[src/rtl/io_bus_master.sv]
// epRISC I/O register bus initiator: one CPU request at a time, fixed-length bus cycle, IRQ merge.
// Optional local IRQ mask register at the top device index when IOBUS_IRQ_MASK_EN is defined.
module io_bus_master #(
    parameter int unsigned DEV_COUNT   = 4,
    parameter int unsigned DEV_SEL_W   = 2,
    parameter int unsigned REG_ADDR_W  = 2,
    parameter int unsigned DATA_W      = 16,
    parameter int unsigned WAIT_STATES = 1
) (
    input  logic                  iClock,
    input  logic                  iReset,
    input  logic                  iReqValid,
    output logic                  oReqReady,
    input  logic                  iReqWrite,
    input  logic [DEV_SEL_W-1:0]  iReqDevice,
    input  logic [REG_ADDR_W-1:0] iReqAddress,
    input  logic [DATA_W-1:0]     iReqData,
    output logic                  oRspValid,
    input  logic                  iRspReady,
    output logic [DATA_W-1:0]     oRspData,
    output logic                  oRspError,
    output logic [REG_ADDR_W-1:0] oAddress,
    output logic [DATA_W-1:0]     oData,
    input  logic [DATA_W-1:0]     iData,
    output logic                  oWrite,
    output logic [DEV_COUNT-1:0]  oEnable,
    input  logic [DEV_COUNT-1:0]  iIrq,
    output logic                  oIrq,
    output logic [3:0]            oIrqVector
);

    typedef enum logic [1:0] {StIdle, StAccess, StRespond} state_e;

    state_e                  state;
    logic                    req_write;
    logic [DEV_SEL_W-1:0]    req_dev;
    logic [REG_ADDR_W-1:0]   req_addr;
    logic [DATA_W-1:0]       req_data;
    logic [3:0]              wait_cnt;

    logic                    dev_no_bus;
    logic [DEV_COUNT-1:0]    dev_onehot;
    logic                    local_err;
    logic [DATA_W-1:0]       local_data;
    logic [DEV_COUNT-1:0]    irq_masked;
    logic [3:0]              irq_vec;

`ifdef IOBUS_IRQ_MASK_EN
    localparam logic [DEV_SEL_W-1:0] MaskDev = '1;

    logic [DEV_COUNT-1:0] irq_mask;
    logic                 mask_hit;

    // The mask slot wins over the range check, so it is never forwarded to the bus.
    assign dev_no_bus = (iReqDevice == MaskDev) || (32'(iReqDevice) >= DEV_COUNT);
    assign mask_hit   = (req_dev == MaskDev) && (req_addr == '0);
    assign irq_masked = iIrq & irq_mask;
`else
    assign dev_no_bus = 32'(iReqDevice) >= DEV_COUNT;
    assign irq_masked = iIrq;
`endif

    assign dev_onehot = DEV_COUNT'(1) << req_dev;

    // Response for requests that never reach the bus (range errors and mask accesses).
    always_comb begin
        local_err  = 1'b1;
        local_data = '0;
`ifdef IOBUS_IRQ_MASK_EN
        if (mask_hit) begin
            local_err  = 1'b0;
            local_data = req_write ? '0 : DATA_W'(irq_mask);
        end
`endif
    end

    always_comb begin
        irq_vec = '0;
        for (int i = int'(DEV_COUNT) - 1; i >= 0; i--) begin
            if (irq_masked[i]) begin
                irq_vec = 4'(i);
            end
        end
    end

    always_ff @(posedge iClock or negedge iReset) begin
        if (!iReset) begin
            state      <= StIdle;
            req_write  <= 1'b0;
            req_dev    <= '0;
            req_addr   <= '0;
            req_data   <= '0;
            wait_cnt   <= '0;
            oReqReady  <= 1'b1;
            oRspValid  <= 1'b0;
            oRspData   <= '0;
            oRspError  <= 1'b0;
            oAddress   <= '0;
            oData      <= '0;
            oWrite     <= 1'b0;
            oEnable    <= '0;
            oIrq       <= 1'b0;
            oIrqVector <= '0;
`ifdef IOBUS_IRQ_MASK_EN
            irq_mask   <= '1;
`endif
        end else begin
            oIrq       <= |irq_masked;
            oIrqVector <= irq_vec;

            unique case (state)
                StIdle: begin
                    if (iReqValid) begin
                        req_write <= iReqWrite;
                        req_dev   <= iReqDevice;
                        req_addr  <= iReqAddress;
                        req_data  <= iReqData;
                        oReqReady <= 1'b0;
                        if (dev_no_bus) begin
                            state <= StRespond;
                        end else begin
                            state    <= StAccess;
                            wait_cnt <= 4'(WAIT_STATES);
                        end
                    end
                end

                StAccess: begin
                    // First ACCESS cycle launches the registered bus outputs.
                    if (oEnable == '0) begin
                        oEnable  <= dev_onehot;
                        oWrite   <= req_write;
                        oAddress <= req_addr;
                        oData    <= req_data;
                    end else if (wait_cnt == '0) begin
                        oEnable   <= '0;
                        oWrite    <= 1'b0;
                        oAddress  <= '0;
                        oData     <= '0;
                        oRspValid <= 1'b1;
                        oRspError <= 1'b0;
                        oRspData  <= req_write ? '0 : iData;
                        state     <= StRespond;
                    end else begin
                        wait_cnt <= wait_cnt - 4'd1;
                    end
                end

                StRespond: begin
                    if (!oRspValid) begin
                        oRspValid <= 1'b1;
                        oRspError <= local_err;
                        oRspData  <= local_data;
`ifdef IOBUS_IRQ_MASK_EN
                        if (mask_hit && req_write) begin
                            irq_mask <= req_data[DEV_COUNT-1:0];
                        end
`endif
                    end else if (iRspReady) begin
                        oRspValid <= 1'b0;
                        oRspError <= 1'b0;
                        oReqReady <= 1'b1;
                        state     <= StIdle;
                    end
                end

                default: begin
                    state     <= StIdle;
                    oReqReady <= 1'b1;
                end
            endcase
        end
    end

    a_enable_onehot: assert property (@(posedge iClock) disable iff (!iReset)
        $onehot0(oEnable));
    a_write_needs_enable: assert property (@(posedge iClock) disable iff (!iReset)
        oWrite |-> (oEnable != '0));

endmodule

[config.mk]
export PLATFORM = sky130hd
export DESIGN_NAME = io_bus_master
export DESIGN_NICKNAME = d
export VERILOG_FILES = /design/src/rtl/io_bus_master.sv
export SDC_FILE = /design/constraint.sdc
export NUM_CORES = 1
export LEC_CHECK = 0
export CAP_MARGIN = 20
export CORE_MARGIN = 2
export CORE_UTILIZATION = 42
export DETAILED_ROUTE_END_ITERATION = 16
export PLACE_DENSITY = 0.81
export SLEW_MARGIN = 20
export SYNTH_ARGS = -nofsm -noshare
export SYNTH_HDL_FRONTEND = slang
export SYNTH_SLANG_ARGS = --single-unit
[constraint.sdc]
create_clock -name iClock -period 1.66 [get_ports iClock]
set_input_delay 0.166 -clock iClock [delete_from_list [all_inputs] [get_ports iClock]]
set_output_delay 0.166 -clock iClock [all_outputs]
set_load 0.05 [all_outputs]
=== Word-level counts from Yosys, hierarchy flattened ===
Cells that the tools add are included.

* Register bits: 74
* Input port bits: 45
* Output and inout bits: 47
* Logic and storage cells: 84

* Add/sub/neg operators: 1
* Equality and inequality tests: 10
* Shifts and indexed selects: 1
* Muxes and demuxes: 40
* Bitwise gates (word level): 1
* Reductions and logical operators: 15

{| class="wikitable"
|+ Operators by type and width
! cell !! count
|-
| 16-bit 2-to-1 mux || 6
|-
| 4-bit 2-to-1 mux || 8
|-
| 16-bit one-hot mux with 2 select lines || 1
|-
| 2-bit 2-to-1 mux || 8
|-
| 4-bit AND reduction || 4
|-
| 2-bit inequality test, second input constant || 7
|-
| 1-bit 2-to-1 mux || 12
|-
| 4-bit zero test || 2
|-
| 4-bit one-hot mux with 2 select lines || 1
|-
| 2-bit one-hot mux with 3 select lines || 1
|-
| 2-bit nonzero test || 3
|-
| 5-bit AND reduction || 1
|-
| 1-bit one-hot mux with 2 select lines || 2
|-
| 2-bit AND reduction || 2
|-
| 4-bit OR reduction || 1
|-
| 1-bit by 2-bit << shifter with 4-bit output, first input constant || 1
|-
| 4-bit by 1-bit subtractor with 4-bit output, second input constant || 1
|-
| 3-bit inequality test, second input constant || 1
|-
| 1-bit one-hot mux with 3 select lines || 1
|-
| 3-bit AND reduction || 1
|-
| 2-bit by 1-bit equality test with 1-bit output, second input constant || 1
|-
| 2-bit equality test, second input constant || 1
|-
| 2-bit zero test || 1
|-
| 1-bit inverter || 1
|}

=== Logic depth before layout (Yosys ltp) ===
Gate-level depths: netlist of run 1.

* Depth in word-level cells: 4
* Depth in mapped cells: 7
* Mapped depth without buffers: 5

=== Worst setup path before layout of run 1 ===
Ideal clock, no wire load.

* Path kind: register -> register
* From: reg oEnable[1]
* To: reg oRspData[0]
* Setup time: 0.079 ns
* Data arrival time: 1.743 ns
* Data required time: 1.581 ns
* Setup slack: -0.162 ns
* Stages on the path, launching flop included: 6
* Buffers on the path: 2
* Clock period less this slack: 1.822 ns
* Path through: dfrtp_1 > or4_4 > nand3_2 > buf_6 > buf_12 > mux2i_1

* Cells in the longest elaborated chain, start to end: 3

{| class="wikitable"
|+ RTL lines
! what !! RTL line !! text
|-
| start, declared || 26 || <nowiki>output logic [DEV_COUNT-1:0] oEnable,</nowiki>
|-
| start signal, assigned || 131 || <nowiki>oEnable <= dev_onehot;</nowiki>
|-
| 4-bit zero test || 130 || <nowiki>if (oEnable == '0) begin</nowiki>
|-
| 2-bit inequality test (no source line) || -- ||
|-
| 4-bit AND reduction (no source line) || -- ||
|-
| end signal, assigned || 142 || <nowiki>oRspData <= req_write ? '0 : iData;</nowiki>
|-
| end signal, assigned || 153 || <nowiki>oRspData <= local_data;</nowiki>
|-
| end, declared || 20 || <nowiki>output logic [DATA_W-1:0] oRspData,</nowiki>
|}

Every way passes these cells.
A chain may end at the register's enable or synchronous reset.

=== Worst setup path in the final report of run 1 ===
* From: reg oEnable[1]
* To: reg oEnable[2]

* Cells in the longest elaborated chain, start to end: 3
* Elaborated cells on any way between the ends: 4

{| class="wikitable"
|+ RTL lines
! what !! RTL line
|-
| 4-bit zero test * || 130
|-
| 2-bit nonzero test (no source line) || --
|-
| 2-bit AND reduction (no source line) || --
|}

Mark *: on every way between the ends. The rest lies on a longest branch, timed or not.

==> reports/results.ini, run 1 <==
[status]
outcome = finished, final reports clean

[cts]
path_clk_slew_ps = 70
cts.htree.levels = 3
clock-root-buffer = clkbuf_8
cts_tree = done
cts.sinks = 72
clock_latency_ps = 330
cts-buffers-inserted = 9
clockBufferDepth = 2

[global_route]
grt-ovfl-total = 0
grt_max_degree = 37
grt_pass1_vias = 2134
grt_pass1_wl_um = 10300
antenna_found_initial = 0
grt_use_total_pct = 17.01

[sta]
fin_hold_ws_ps = 239.4
finalCriticalPeriod_ps = 1642
fin_crit_sh_pct = 98.92
hold_viol_final = 0
fmax_mhz = 609.0
rsz0062_at_grt = true
finalSetupViolCount = 0
tightest_slew_ps = 527.2
drv_slew = 0
worst_slack_ps = 17.93
slew_headroom_pct = 64.72
setup_tns_ps = 0
finClkSkew_ps = 6.267

[floorplan]
initial_core_util_pct = 42.76
dieArea_um2 = 7964
row_count = 31
fp.dieH_um = 89.24
core_um2 = 7137
dieWidth_um = 89.24
boundaryPins = 92

[logic_synthesis]
ys.flop_type = dfrtp_1
syn_area_per_cell_um2 = 12.88
ys_async_sr_fraction_pct = 100.0
synth-seq-cells = 72
synth_cell_types = 36
ys_seq_area_share_pct = 59.08
syn_inst = 237
yosysWarnings = 0
synth_edf_count = 0
syn-cell-area_um2 = 3052

[setup_path]
crit_path_cell_trace = or4_4 > nor2_4 > buf_12 > a32o_2
critPathLaunchType = flop
worst_r2r_path_depth = 4
slowest_stage = or4_4
cp_max_fo = 23
cp_num_buf_inv = 1
end_kind = flop
slowest_delay_ps = 610
critPathKind = flop to flop
cp.arrival_ps = 1910
cp.depth = 4
cp_top_family = simple AND/OR/NAND/NOR gates
critPathRequiredTime_ps = 1920

[placement]
hpwl_um = 4470
gp_congestion = 0.8625
dp_slack_ps = -73.00
numPortBuffers = 89
dpl_cell_area_um2 = 4011
dp.cells = 420

[drt]
vias_per_cell = 5.038
detail-route-antenna-nets = 0
firstDrtPassIters = 6
vias = 2232
wl_per_cell_um = 15.34
drt_iter0_drc = 98
routed_wl_um = 6794
remaining_drc_errors = 0

[finish]
antenna_cells = 0
post-route-util_pct = 61.64
syn2layout_area_growth_pct = 44.16
final_area_um2 = 4399
num-nets-final = 385
fin_cells = 443
drive_above_1_share_pct = 27.33

[power_and_ir_drop]
combPwrFrac_pct = 50.9
ir_drop_mv = 1.088
power_density_nw_per_um2 = 2264
seq_power_share_pct = 31.9
clkPwrFrac_pct = 17.1
total_power_mw = 9.959
switching_share_pct = 42.66
leakagePower_nw = 2.158
intPower_mw = 5.710
p_sw_mw = 4.249

[run]
cap_viol_max_count = 0

[worst_hold_path]
holdCritPathClass = input pin to async pin

## cell families after synthesis
logic type,share of synthesized area [%]
buffers and inverters,4.879
multiplexers,13.24
adder cells (fa/ha/maj),0.4099
flip-flops,59.08
AND/OR/NAND/NOR,12.05
other,0.1229
AO/OA/AOI/OAI,10.21
## state kept, by name, summed over array words and instances (netlist names), 2 cells and up
| name | flops |
|---|---|
| oRspData | 16 |
| oAddress | 2 |
| oEnable | 4 |
| oIrqVector | 2 |
| state | 2 |
| req_data | 16 |
| oData | 16 |
| req_dev | 2 |
| req_addr | 2 |
| wait_cnt | 4 |
## path summary, 6_finish.rpt
check / startpoint / to / slack (ps)
max in group asynchronous: iReset / oWrite / 870
worst min-delay path: iReset / wait_cnt[2] / 240
worst max register to register: oEnable[1] / oEnable[2] / 20
min in group iClock: iReqDevice[1] / req_dev[1] / 390
worst min register to register: req_data[13] / oData[13] / 500
worst max-delay path: oEnable[1] / oEnable[2] / 20
## area by class of cell
| class | count | area (um^2) |
|---|---|---|
| fill | 581 | 2738 |
| sequential | 72 | 1807 |
| multi-input combinational | 142 | 1154 |
| timing repair buffer | 106 | 1031 |
| clock buffer | 11 | 151.4 |
| tap | 99 | 123.9 |
| clock inverter | 5 | 102.6 |
| inverter | 8 | 30.03 |
## worst register-to-register path: stages (launching register included)
cell and delay (ps):
dfrtp_2 430, or4_4 610, nor2_4 150, buf_12 170, a32o_2 210
## cell usage in the layout (no fill, tap or decap), types with 2 or more instances in the layout
cell type        instances
dfrtp_2                  3
clkbuf_16                2
buf_4                   34
nand3b_1                17
nor3b_4                  2
inv_1                    7
bufinv_16                3
nor2_1                   6
dlygate4sd2_1           16
mux2i_1                 18
buf_6                    2
dlymetal6s2s_1           5
mux2_2                  19
a22o_1                  20
a21oi_1                  6
nor3_1                   2
o21ai_0                  5
nand2_1                 21
clkbuf_8                11
nand2b_1                 3
conb_1                   2
a32o_1                   3
dfrtp_1                 68
clkdlybuf4s50_1         43
buf_12                   3
## what timing repair did
action / in CTS / in global routing
gates cloned: 0 / 3
hold buffers: 1 / 0
pin swaps: 0 / 7
endpoints found under the hold margin: 50 / 0
gates resized for setup: 18 / 13
setup buffers: 0 / 3
setup endpoints to repair: 35 / 31
## Yosys cell counts (all sizes together), types with 2 or more instances
library cell,n,area share [%]
nor3,3,0.49
mux2,19,7.0
a32o,4,1.3
nor3b,2,0.82
a22o,20,5.7
nand3b,17,4.2
a21oi,6,0.98
buf,12,3.4
nand2,21,2.6
nor2,7,1.1
clkbuf,4,0.49
o21ai,6,1.1
nand2b,3,0.62
dfrtp,71,58
mux2i,19,6.2
inv,8,0.98
## power groups by stage
stage	Clock [mW]	Sequential, mW	Combinational, mW
finish	1.70	3.18	5.07
global route	1.82	3.28	5.40
CTS	1.74	3.16	4.84
detailed placement	0	3.18	4.93
global placement	0	3.17	4.79
floorplan	0	4.54	2.04
## routing by layer
metal	share of wire, %	wire length, um	global-route usage (%)
met4	0.84	57	7.327
met3	5.2	352	3.878
met1	45	3087	22.57
met5	0	0	0
met2	49	3296	26.94
Power figures use the tool's default switching activity.
==> inputs of run 2 (changes only) <==
Settings changed: CAP_MARGIN 20 to unset, HOLD_SLACK_MARGIN set to 0.05.
==> results of run 2 <==
The final DEF is identical to that of run 1; final timing and power are the same.
==> inputs of run 3 (changes only) <==
Settings changed: CORE_UTILIZATION 42 to 50, PLACE_DENSITY 0.81 to 0.89, TNS_END_PERCENT set to 30.
Clock period 1.66 ns to 1.9 ns, I/O delays scaled along.
==> run 3 against run 2 <==
Cell area down 4.9%. Final cell count down 7.7%. Worst hold slack better by 150 ps. Die area down 15%. Via count down 0.22%. Global-route usage up 3.7 points. Clock skew up 3.3 ps. Sequential share of layout area up 2.0 points. Clock power down 39%. Largest cell class unchanged.
==> reports/results.ini, run 3 (synthesis gave the netlist of run 1 again) <==
[setup_path]
worst_r2r_path_depth = 7
crit_path_cell_trace = clkdlybuf4s50_1
cp_num_buf_inv = 1
r2r_start = wait_cnt[0]
cp.arrival_ps = 1610
slowest_delay_ps = 840
critPathKind = flop to primary output
r2r-end = oRspData[5]
critPathLaunchType = flop
cp_max_fo = 4
slowest_stage = clkdlybuf4s50_1
cp_top_family = buffers and inverters
end_kind = primary output
r2r_slack_ps = 110
critPathRequiredTime_ps = 1710

[finish]
n_fill_cell = 422
drive_above_1_share_pct = 15.27
fin_cells = 409
num-nets-final = 375
layout_commonest_cell = clkdlybuf4s50_1
most-common-layout-cells = 87 x clkdlybuf4s50_1, 71 x dfrtp_1, 21 x nand2_1
antenna_cells = 0
syn2layout_area_growth_pct = 37.02
top_regs = oData: 16 flops, oRspData: 16 flops, req_data: 16 flops

[global_route]
antenna_found_initial = 0
grt_pass1_vias = 2184
grt-ovfl-total = 0
grt_max_degree = 73
grt_use_total_pct = 20.72
grt_pass1_wl_um = 10280

[sta]
rsz0062_at_grt = false
fin_crit_sh_pct = 94.90
slew_headroom_pct = 48.11
hold_viol_final = 0
tightest_slew_ps = 778.2
finalCriticalPeriod_ps = 1803
fmax_mhz = 554.6
drv_slew = 0
setup_tns_ps = 0
finalSetupViolCount = 0
finClkSkew_ps = 9.558

[floorplan]
dieWidth_um = 82.13
initial_core_util_pct = 51.54
boundaryPins = 92
fp.dieH_um = 82.13
row_count = 28
dieArea_um2 = 6745
core_um2 = 5921

[cts]
cts-buffers-inserted = 9
cts.sinks = 72
cts_tree = done
clock-root-buffer = clkbuf_8
path_clk_slew_ps = 70
clockBufferDepth = 2
clock_latency_ps = 350
cts.htree.levels = 3

[power_and_ir_drop]
leakagePower_nw = 1.922
combPwrFrac_pct = 53.0
seq_power_share_pct = 34.3
switching_share_pct = 44.73
p_sw_mw = 3.626
intPower_mw = 4.480
power_density_nw_per_um2 = 1938
clkPwrFrac_pct = 12.6
ir_drop_mv = 1.210

[run]
cap_viol_max_count = 0

[drt]
wl_per_cell_um = 16.27
detail-route-antenna-nets = 0
remaining_drc_errors = 0
firstDrtPassIters = 4
vias = 2227
routed_wl_um = 6655
drt_iter0_drc = 95
vias_per_cell = 5.445

[worst_hold_path]
holdCritPathClass = input pin to async pin

[placement]
numPortBuffers = 89
gp_congestion = 0.7148
hpwl_um = 4528
dp.cells = 392

[status]
outcome = finished, final reports clean

==> run 3: changes by cell type in the layout (fill, tap and decap cells not counted), moves of 2 or more <==
cell	before	now
buf_4	34	3
buf_6	2	0
bufinv_16	3	0
clkbuf_16	2	0
clkbuf_8	11	9
clkdlybuf4s50_1	43	87
clkinv_2	1	4
dfrtp_1	68	71
dfrtp_2	3	0
dlygate4sd2_1	16	0
dlymetal6s2s_1	5	1
==> run 3: repair_timing <==
action	CTS	global route
setup endpoints to repair	0	1
hold buffers	1	0
resized for setup	0	1
buffers inserted	0	0
hold endpoints to repair	71	0
==> run 3: metal layers <==
layer,vias to the layer above,GRT usage [%],routed length (um)
met5,-,0,0
met4,0,7.500,96
met3,9,8.043,563
met2,96,32.28,3041
met1,1093,26.46,2954
li1,1029,-,-
==> run 3: through the flow <==
step           cell area [um^2]  utilization (%)  total power, mW  worst slack (ps)  hold slack (ps)
4_1_cts                    4179            70.58            8.143            0.1605            397.1
6_report                   4182            70.63            8.105             96.93            384.8
3_3_place_gp               4005            67.65            6.953             218.5            242.0
3_5_place_dp               4005            67.65            7.105             119.4            243.0
5_1_grt                    4182            70.63            8.525             8.858            398.7
2_1_floorplan              3055                -            5.743             77.97           -105.6
==> run 3: area by class of cell <==
type / instances / area [um^2] / share of cell area, %
Multi-Input combinational cell: 142 / 1110 / 26.54
Sequential cell: 72 / 1803 / 43.12
Tap cell: 75 / 93.84 / 2.244
Clock inverter: 6 / 36.28 / 0.8677
Clock buffer: 10 / 127.6 / 3.052
Inverter: 8 / 30.03 / 0.7181
Timing Repair Buffer: 96 / 980.9 / 23.46
==> run 3: how the worst max path moves through the flow <==
stage	to	startpoint	slack [ps]	cells after the start
floorplan	oRspData[0]	oEnable[1]	80	5
global placement	oData[13]	wait_cnt[0]	220	5
detailed placement	oData[3]	wait_cnt[0]	120	5
CTS	oReqReady	oReqReady	0.2	1
global route	oData[3]	wait_cnt[0]	9	5
finish	oEnable[0]	oEnable[0]	100	1
==> run 3: power by group through the flow <==
stage	clock network, mW	logic [mW]	registers, mW
global route	1.12	4.55	2.86
floorplan	0	1.78	3.96
finish	1.03	4.30	2.78
global placement	0	4.19	2.76
CTS	1.05	4.32	2.77
detailed placement	0	4.33	2.78
